## src/rtl/uart_tx_fifo.sv

```systemverilog
`default_nettype none
// =============================================================================
// Module   : uart_tx_fifo
// Brief    : Byte FIFO feeding an 8N1 LSB-first UART serializer, BAUDRATE_CNT
//            clocks per bit. Define UART_TX_PARITY_EN to add an even-parity bit.
// Revision : 1.0 - initial release
// =============================================================================
module uart_tx_fifo #(
    parameter  int BAUDRATE_CNT = 234,
    parameter  int FIFO_DEPTH   = 16,
    localparam int CW           = $clog2(FIFO_DEPTH) + 1
) (
    input  logic          clk,
    input  logic          rst,
    input  logic [7:0]    wr_data,
    input  logic          wr_valid,
    output logic          wr_ready,
    output logic [CW-1:0] fifo_count,
    output logic          busy,
    output logic          tx_done,
    output logic          uart_tx
);

    localparam int            AW         = $clog2(FIFO_DEPTH);
    localparam int            BW         = $clog2(BAUDRATE_CNT);
    localparam logic [BW-1:0] BAUD_LAST  = BW'(BAUDRATE_CNT - 1);
    localparam logic [CW-1:0] COUNT_FULL = CW'(FIFO_DEPTH);

`ifdef UART_TX_PARITY_EN
    typedef enum logic [2:0] {
        ST_IDLE   = 3'd0,
        ST_START  = 3'd1,
        ST_DATA   = 3'd2,
        ST_PARITY = 3'd3,
        ST_STOP   = 3'd4
    } state_t;
`else
    typedef enum logic [1:0] {
        ST_IDLE  = 2'd0,
        ST_START = 2'd1,
        ST_DATA  = 2'd2,
        ST_STOP  = 2'd3
    } state_t;
`endif

    logic [7:0]    mem_q [FIFO_DEPTH];
    logic [AW-1:0] wr_ptr_q;
    logic [AW-1:0] rd_ptr_q;
    logic [CW-1:0] count_q;
    logic [CW-1:0] count_d;

    state_t        state_q;
    logic [BW-1:0] baud_q;
    logic [2:0]    bit_idx_q;
    logic [7:0]    shreg_q;
    logic          tx_q;
    logic          busy_q;
    logic          done_q;
`ifdef UART_TX_PARITY_EN
    logic          parity_q;
`endif

    logic          w_push;
    logic          w_pop;
    logic          w_baud_end;
    logic [7:0]    w_head;

    assign wr_ready   = (count_q != COUNT_FULL);
    assign w_push     = wr_valid && wr_ready;
    assign w_baud_end = (baud_q == BAUD_LAST);
    assign w_head     = mem_q[rd_ptr_q];
    // A pop happens when leaving IDLE or when a stop bit completes with data waiting.
    assign w_pop      = (count_q != '0) &&
                        ((state_q == ST_IDLE) || ((state_q == ST_STOP) && w_baud_end));

    always_comb begin
        count_d = count_q + CW'(w_push) - CW'(w_pop);
    end

    always_ff @(posedge clk) begin
        if (w_push) begin
            mem_q[wr_ptr_q] <= wr_data;
        end
    end

    always_ff @(posedge clk or posedge rst) begin
        if (rst) begin
            wr_ptr_q <= '0;
            rd_ptr_q <= '0;
            count_q  <= '0;
        end else begin
            if (w_push) begin
                wr_ptr_q <= wr_ptr_q + AW'(1);
            end
            if (w_pop) begin
                rd_ptr_q <= rd_ptr_q + AW'(1);
            end
            count_q <= count_d;
        end
    end

    always_ff @(posedge clk or posedge rst) begin
        if (rst) begin
            state_q   <= ST_IDLE;
            baud_q    <= '0;
            bit_idx_q <= '0;
            shreg_q   <= '0;
            tx_q      <= 1'b1;
            busy_q    <= 1'b0;
            done_q    <= 1'b0;
`ifdef UART_TX_PARITY_EN
            parity_q  <= 1'b0;
`endif
        end else begin
            done_q <= 1'b0;
            case (state_q)
                ST_IDLE: begin
                    if (w_pop) begin
                        shreg_q  <= w_head;
`ifdef UART_TX_PARITY_EN
                        parity_q <= ^w_head;
`endif
                        baud_q   <= '0;
                        tx_q     <= 1'b0;
                        busy_q   <= 1'b1;
                        state_q  <= ST_START;
                    end
                end
                ST_START: begin
                    if (w_baud_end) begin
                        baud_q    <= '0;
                        bit_idx_q <= '0;
                        tx_q      <= shreg_q[0];
                        state_q   <= ST_DATA;
                    end else begin
                        baud_q <= baud_q + BW'(1);
                    end
                end
                ST_DATA: begin
                    if (w_baud_end) begin
                        baud_q <= '0;
                        if (bit_idx_q == 3'd7) begin
`ifdef UART_TX_PARITY_EN
                            tx_q    <= parity_q;
                            state_q <= ST_PARITY;
`else
                            tx_q    <= 1'b1;
                            state_q <= ST_STOP;
`endif
                        end else begin
                            shreg_q   <= shreg_q >> 1;
                            tx_q      <= shreg_q[1];
                            bit_idx_q <= bit_idx_q + 3'd1;
                        end
                    end else begin
                        baud_q <= baud_q + BW'(1);
                    end
                end
`ifdef UART_TX_PARITY_EN
                ST_PARITY: begin
                    if (w_baud_end) begin
                        baud_q  <= '0;
                        tx_q    <= 1'b1;
                        state_q <= ST_STOP;
                    end else begin
                        baud_q <= baud_q + BW'(1);
                    end
                end
`endif
                ST_STOP: begin
                    if (w_baud_end) begin
                        baud_q <= '0;
                        done_q <= 1'b1;
                        // Chain straight into the next frame so there is no idle gap.
                        if (w_pop) begin
                            shreg_q  <= w_head;
`ifdef UART_TX_PARITY_EN
                            parity_q <= ^w_head;
`endif
                            tx_q     <= 1'b0;
                            state_q  <= ST_START;
                        end else begin
                            busy_q  <= 1'b0;
                            state_q <= ST_IDLE;
                        end
                    end else begin
                        baud_q <= baud_q + BW'(1);
                    end
                end
                default: begin
                    state_q <= ST_IDLE;
                end
            endcase
        end
    end

    assign fifo_count = count_q;
    assign busy       = busy_q;
    assign tx_done    = done_q;
    assign uart_tx    = tx_q;

endmodule
`default_nettype wire
```

## config.mk

```make
export PLATFORM = sky130hd
export DESIGN_NAME = uart_tx_fifo
export DESIGN_NICKNAME = d
export VERILOG_FILES = /design/src/rtl/uart_tx_fifo.sv
export SDC_FILE = /design/constraint.sdc
export NUM_CORES = 1
export LEC_CHECK = 0
export ABC_AREA = 1
export BUFFER_PORTS_ARGS = -buffer_cell sky130_fd_sc_hd__buf_2
export CAP_MARGIN = 15
export CORE_AREA = 2 2 112 114
export DETAILED_ROUTE_END_ITERATION = 12
export DIE_AREA = 0 0 114 116
export GPL_TIMING_DRIVEN = 0
export PLACE_DENSITY = 0.78
export SLEW_MARGIN = 20
export SYNTH_ARGS = -nofsm -noshare
export SYNTH_HDL_FRONTEND = slang
export SYNTH_SLANG_ARGS = --single-unit
```

## constraint.sdc

```tcl
create_clock -name clk -period 2.95 [get_ports clk]
set_input_delay 0.295 -clock clk [delete_from_list [all_inputs] [get_ports clk]]
set_output_delay 0.295 -clock clk [all_outputs]
set_load 0.01 [all_outputs]
```

Word-level counts from Yosys, hierarchy flattened
Memories as Yosys holds them, arrays and structs flattened.
Cells that the tools add are included.
{ "totals": {"regBits": 37, "ram_bits": 128, "in_bits": 11, "out_inout_bits": 9, "elab_cells": 78, "memories": 1} }
{ "op_classes": {"addsub": 6, "eq_ne": 13, "mux": 33, "n_reduce_logical": 15} }
{ "memory_table": {"columns": ["name", "depth", "width", "rd", "rd_clocked_by_memory_dff", "write_ports", "line_no", "rtl"], "rows": [
  ["mem_q", 16, 8, 1, 0, 1, "46", "logic [7:0] mem_q [FIFO_DEPTH];"]
]} }
{ "op_table": {"columns": ["cell", "n"], "rows": [
  ["2-to-1 mux 8 bit", 6],
  ["one-hot mux 8 bit (3 select lines)", 1],
  ["one-hot mux 8 bit (2 select lines)", 1],
  ["inequality test 2 bit, second input constant", 7],
  ["2-to-1 mux 1 bit", 13],
  ["AND reduction 4 bit", 3],
  ["2-to-1 mux 2 bit", 5],
  ["2-to-1 mux 3 bit", 3],
  ["adder 4 x 1 -> 4 bit, second input constant", 2],
  ["adder 8 x 1 -> 8 bit, second input constant", 1],
  ["== test 8 bit, second input constant", 1],
  ["one-hot mux 2 bit (4 select lines)", 1],
  ["one-hot mux 3 bit (2 select lines)", 1],
  ["adder 5 x 1 -> 5 bit", 1],
  ["inequality test 5 bit, second input constant", 1],
  ["AND reduction 5 bit", 1],
  ["nonzero test 5 bit", 1],
  ["subtractor 5 x 1 -> 5 bit", 1],
  ["== test 2 bit, second input constant", 2],
  ["one-hot mux 1 bit (4 select lines)", 1],
  ["nonzero test 2 bit", 2],
  ["adder 3 x 1 -> 3 bit, second input constant", 1],
  ["== test 3 bit, second input constant", 1],
  ["logical AND 1 bit", 3],
  ["7 further kinds", 7]
]} }

Depth between registers and ports, before layout
{ "logic_depth": {"depth_word": 7, "mapped_depth": 16, "ltp_nobuf": 16} }

Least setup slack after synthesis
OpenSTA, ideal clock, no wires.
{ "synth_timing": {"path_type": "register to register", "start": "register count_q[3], in the netlist fifo_count[3]", "end": "register count_q[4], in the netlist fifo_count[4]", "setup_ns": 0.079, "arrival_ns": 2.383, "required_time_ns": 2.871, "setup_slack_ns": 0.488, "path_stages_with_launch": 16, "n_path_buf": 0, "synth_period_minus_slack_ns": 2.462, "path_cell_list": "dfrtp_1 > inv_1 > ha_1 > nand2_1 > nor3_2 > inv_1 > nand2_4 > clkinv_1 > nand2_1 > nand2_1 > ha_1 > fa_1 > a21oi_1 > nor2_1 > nor2_1 > xor2_1"} }
{ "synth_between": {"elab_chain_cells": 4, "word_cells_on_any_way": 6, "classes_between": "add/sub: 2; eq/ne: 1; reduce/logical: 3"} }
{ "synth_lines": {"columns": ["element", "line_no", "rtl"], "rows": [
  ["from (decl)", "49", "logic [CW-1:0] count_q;"],
  ["from (signal assigned)", "98", "count_q <= count_d;"],
  ["inequality test 5 bit", "68", "assign wr_ready = (count_q != COUNT_FULL);"],
  ["logical AND 1 bit", "69", "assign w_push = wr_valid && wr_ready;"],
  ["adder 5 x 1 -> 5 bit", "77", "count_d = count_q + CW'(w_push) - CW'(w_pop);"],
  ["subtractor 5 x 1 -> 5 bit (*)", "77", null],
  ["net count_d[4]", "50", "logic [CW-1:0] count_d;"]
]} }
Mark *: on every way through the listed nets, which the timed path passes. The rest lies on a longest branch.
A chain may end at the register's enable or synchronous reset.

Worst setup path in the final report
{ "layout_timing": {"start": "register count_q[2], in the netlist fifo_count[2]", "end": "register count_q[4], in the netlist fifo_count[4]"} }
The elaborated chain is that of the path after synthesis.

==> results by group <==
Final layout
  • Nets@finish: 751
  • Layout cells sized above 1: 12.6%
  • Fillers: 864
  • Sequential Area: 4770 µm²
  • Syn-to-layout area delta: 12.3%
  • ANT cells: 0
  • Most frequent cells in the layout: nand2_1, edfxtp_1, nor2_1
  • Footprint of the multi-input gates: 2180 µm²
  • Commonest non-fill, non-tap cell in the layout: nand2_1

Clock network
  • CTS tree: built
  • Worst-Skew Late Latency: 0.43 ns
  • Clk slew on worst S/H paths: 0.07 ns
  • TritonCTS buffer count: 17
  • Clock tree buffer depth: 2
  • H-tree Lvls: 4
  • Clock Sinks: 165
  • Clock root cell: clkbuf_16

Timing
  • Final Hold Viols: 0
  • RSZ-0062 raised after global routing: false
  • Hold slack: 0.262 ns
  • # setup viols final: 0
  • Skew final: 0.0194 ns
  • Minimum clock period: 2.68 ns
  • Final TNS setup: 0 ns
  • Max-slew headroom: 41.2%
  • Crit share post-route: 90.7%
  • Worst Tran Pin Value: 0.878 ns
  • Peak Freq: 374 MHz
  • Final Max Slew Viols: 0

Floorplanning
  • Io pins: 20
  • Core ar.: 11900 µm²
  • Die Ht: 116 µm
  • Starting Density: 60.9%
  • Die Width: 114 µm
  • Die footprint: 13200 µm²
  • Cell Rows: 40

Routing
  • Via density per instance: 5.80
  • 1st-iter DRT viols: 608
  • Routed Antenna Nets: 0
  • WL/cell: 18.5 µm
  • DRC: 0
  • Drt first pass iters: 6
  • Routed Wire Length: 16.3 mm
  • DR vias: 5106

Status
  • Outcome: complete, no violations

GRT
  • GRT Overall Usage: 26.6%
  • First-pass GRT wire length: 25.8 mm
  • Grt ovf: 0
  • Vias in the first global route: 5005
  • Pin count of the biggest net entering global routing: 25
  • Initial antenna violation count: 0

Synthesis
  • Top-area cell type share of the netlist area: 52.9%
  • Synth Warn #: 0
  • Syn nets: 709
  • Cell variety after synth: 34
  • Sequential area share after synthesis: 65.7%
  • Cell count after synthesis: 678
  • Top post-synthesis cells by area: edfxtp_1, dfrtp_1, nand2_1
  • Leading area contributor after synthesis: edfxtp_1
  • Mapped cell area: 7260 µm²
  • Flops & latches, synth: 165
  • Mapped Avg Cell Area: 10.7 µm²

Placement
  • # port buffers: 19
  • Final HPWL DP: 10.8 mm
  • Gpl congestion: 0.882

Critical path
  • Startpoint Class: flip-flop
  • Worst Path Max Fanout: 6
  • CP Class: flip-flop to flip-flop
  • Crit path DAT: 3.02 ns
  • Worst Path Required: 3.30 ns
  • Worst Setup End Kind: flip-flop

Min path
  • HP Class: input port to flip-flop

Power and ir drop
  • Pwr/cell area: 694 nW/µm²
  • Worst vdd ir: 0.000612 V
  • Leakage: 0.00332 µW

Flow run
  • Max Cap Viol: 0
[timing repair]
| action | 4_1_cts | 5_1_grt |
|---|---|---|
| endpoints found under the setup margin | 0 | 1 |
| hold endpoints to repair | 13 | 0 |
| setup buffers | 0 | 2 |
| hold buffers | 1 | 0 |
| resized for setup | 0 | 2 |
[state kept, by name, indices dropped and copies added, names as in the netlist]
name,cells
rd_ptr_q,4
busy,1
bit_idx_q,3
mem_q,128
baud_q,8
fifo_count,5
state_q,2
uart_tx,1
tx_done,1
wr_ptr_q,4
shreg_q,8
[stage by stage]
step	total power (µW)	std cells	cell area (µm²)	utilization [%]	setup WS [ns]
final	5660	880	8150	68.5	0.274
after global routing	5860	880	8150	68.5	0.0659
after CTS	5670	878	8130	68.3	0.00851
after detailed placement	3600	845	7570	63.5	0.0395
after global placement	3530	844	7540	63.3	0.119
after floorplan	3340	678	7260	-	0.488
[synth_stat cells, drive strengths merged]
cell and number:
nand2 167, edfxtp 128, nor2 91, nand3 55, inv 48, o21ai 44, dfrtp 36, a21oi 32
ha 19, buf 18, xor2 10, clkbuf 7, o211ai 7, nor3 4, o31ai 3, clkinv 2
o22ai 2, and3 1, dfstp 1, fa 1, nand4 1, o21bai 1
[metal layers]
metal / part of all wire [%] / vias to the layer above / wire (µm) / global-route usage (%)
li1: - / 2378 / - / -
met1: 39 / 2433 / 6330 / 33.8
met2: 50 / 254 / 8190 / 45.2
met3: 8.3 / 41 / 1350 / 5.28
met4: 2.8 / 0 / 454 / 11.5
met5: 0 / - / 0 / 0
[final cells by class]
| type | instances | area share, % |
|---|---|---|
| plain buffers | 25 | 1.50 |
| clock buffers | 20 | 5.36 |
| clock inverters | 12 | 1.47 |
| inverters | 50 | 2.35 |
| multi-input cells | 438 | 26.7 |
| flip-flops and latches | 165 | 58.5 |
| well taps | 147 | 2.26 |
| repair buffers | 23 | 1.81 |
[critical path, stage by stage (launching register included)]
cell and delay [ns]:
dfrtp_1 0.40, inv_1 0.09, ha_1 0.15, nand2_1 0.08
nor3_2 0.18, inv_1 0.12, nand2_4 0.15, clkinvlp_4 0.13
nand2_2 0.10, nand2_1 0.06, ha_1 0.21, fa_1 0.42
a21oi_1 0.16, nor2_1 0.05, nor2_1 0.12, xor2_1 0.16
[path summary, 6_finish.rpt]
kind	depth (start not counted)	from	end	slack [ns]
max reg2reg	15	fifo_count[2]	fifo_count[4]	0.27
max in group asynchronous	4	rst	uart_tx	2.04
min reg2reg	2	shreg_q[4]	shreg_q[4]	0.48
min	1	wr_data[0]	mem_q[12][0]	0.26
min in group asynchronous	3	rst	fifo_count[3]	0.38
max	15	fifo_count[2]	fifo_count[4]	0.27
[where the power goes]
part           switching (µW)  leakage, µW  internal [µW]
clock network             921     0.000265           1180
logic                     477      0.00145            213
registers                 103      0.00161           2770
total                    1500      0.00332           4160
[cells by family after synthesis]
logic type | after synthesis | share of synthesized area (%)
XOR/XNOR | 10 | 1.21
AND/OR/NAND/NOR | 319 | 18.6
buffers and inverters | 75 | 4.27
AO/OA/AOI/OAI | 89 | 6.60
flip-flops | 165 | 65.7
adder cells (fa/ha/maj) | 20 | 3.55
(Power assumes the default switching activity.)
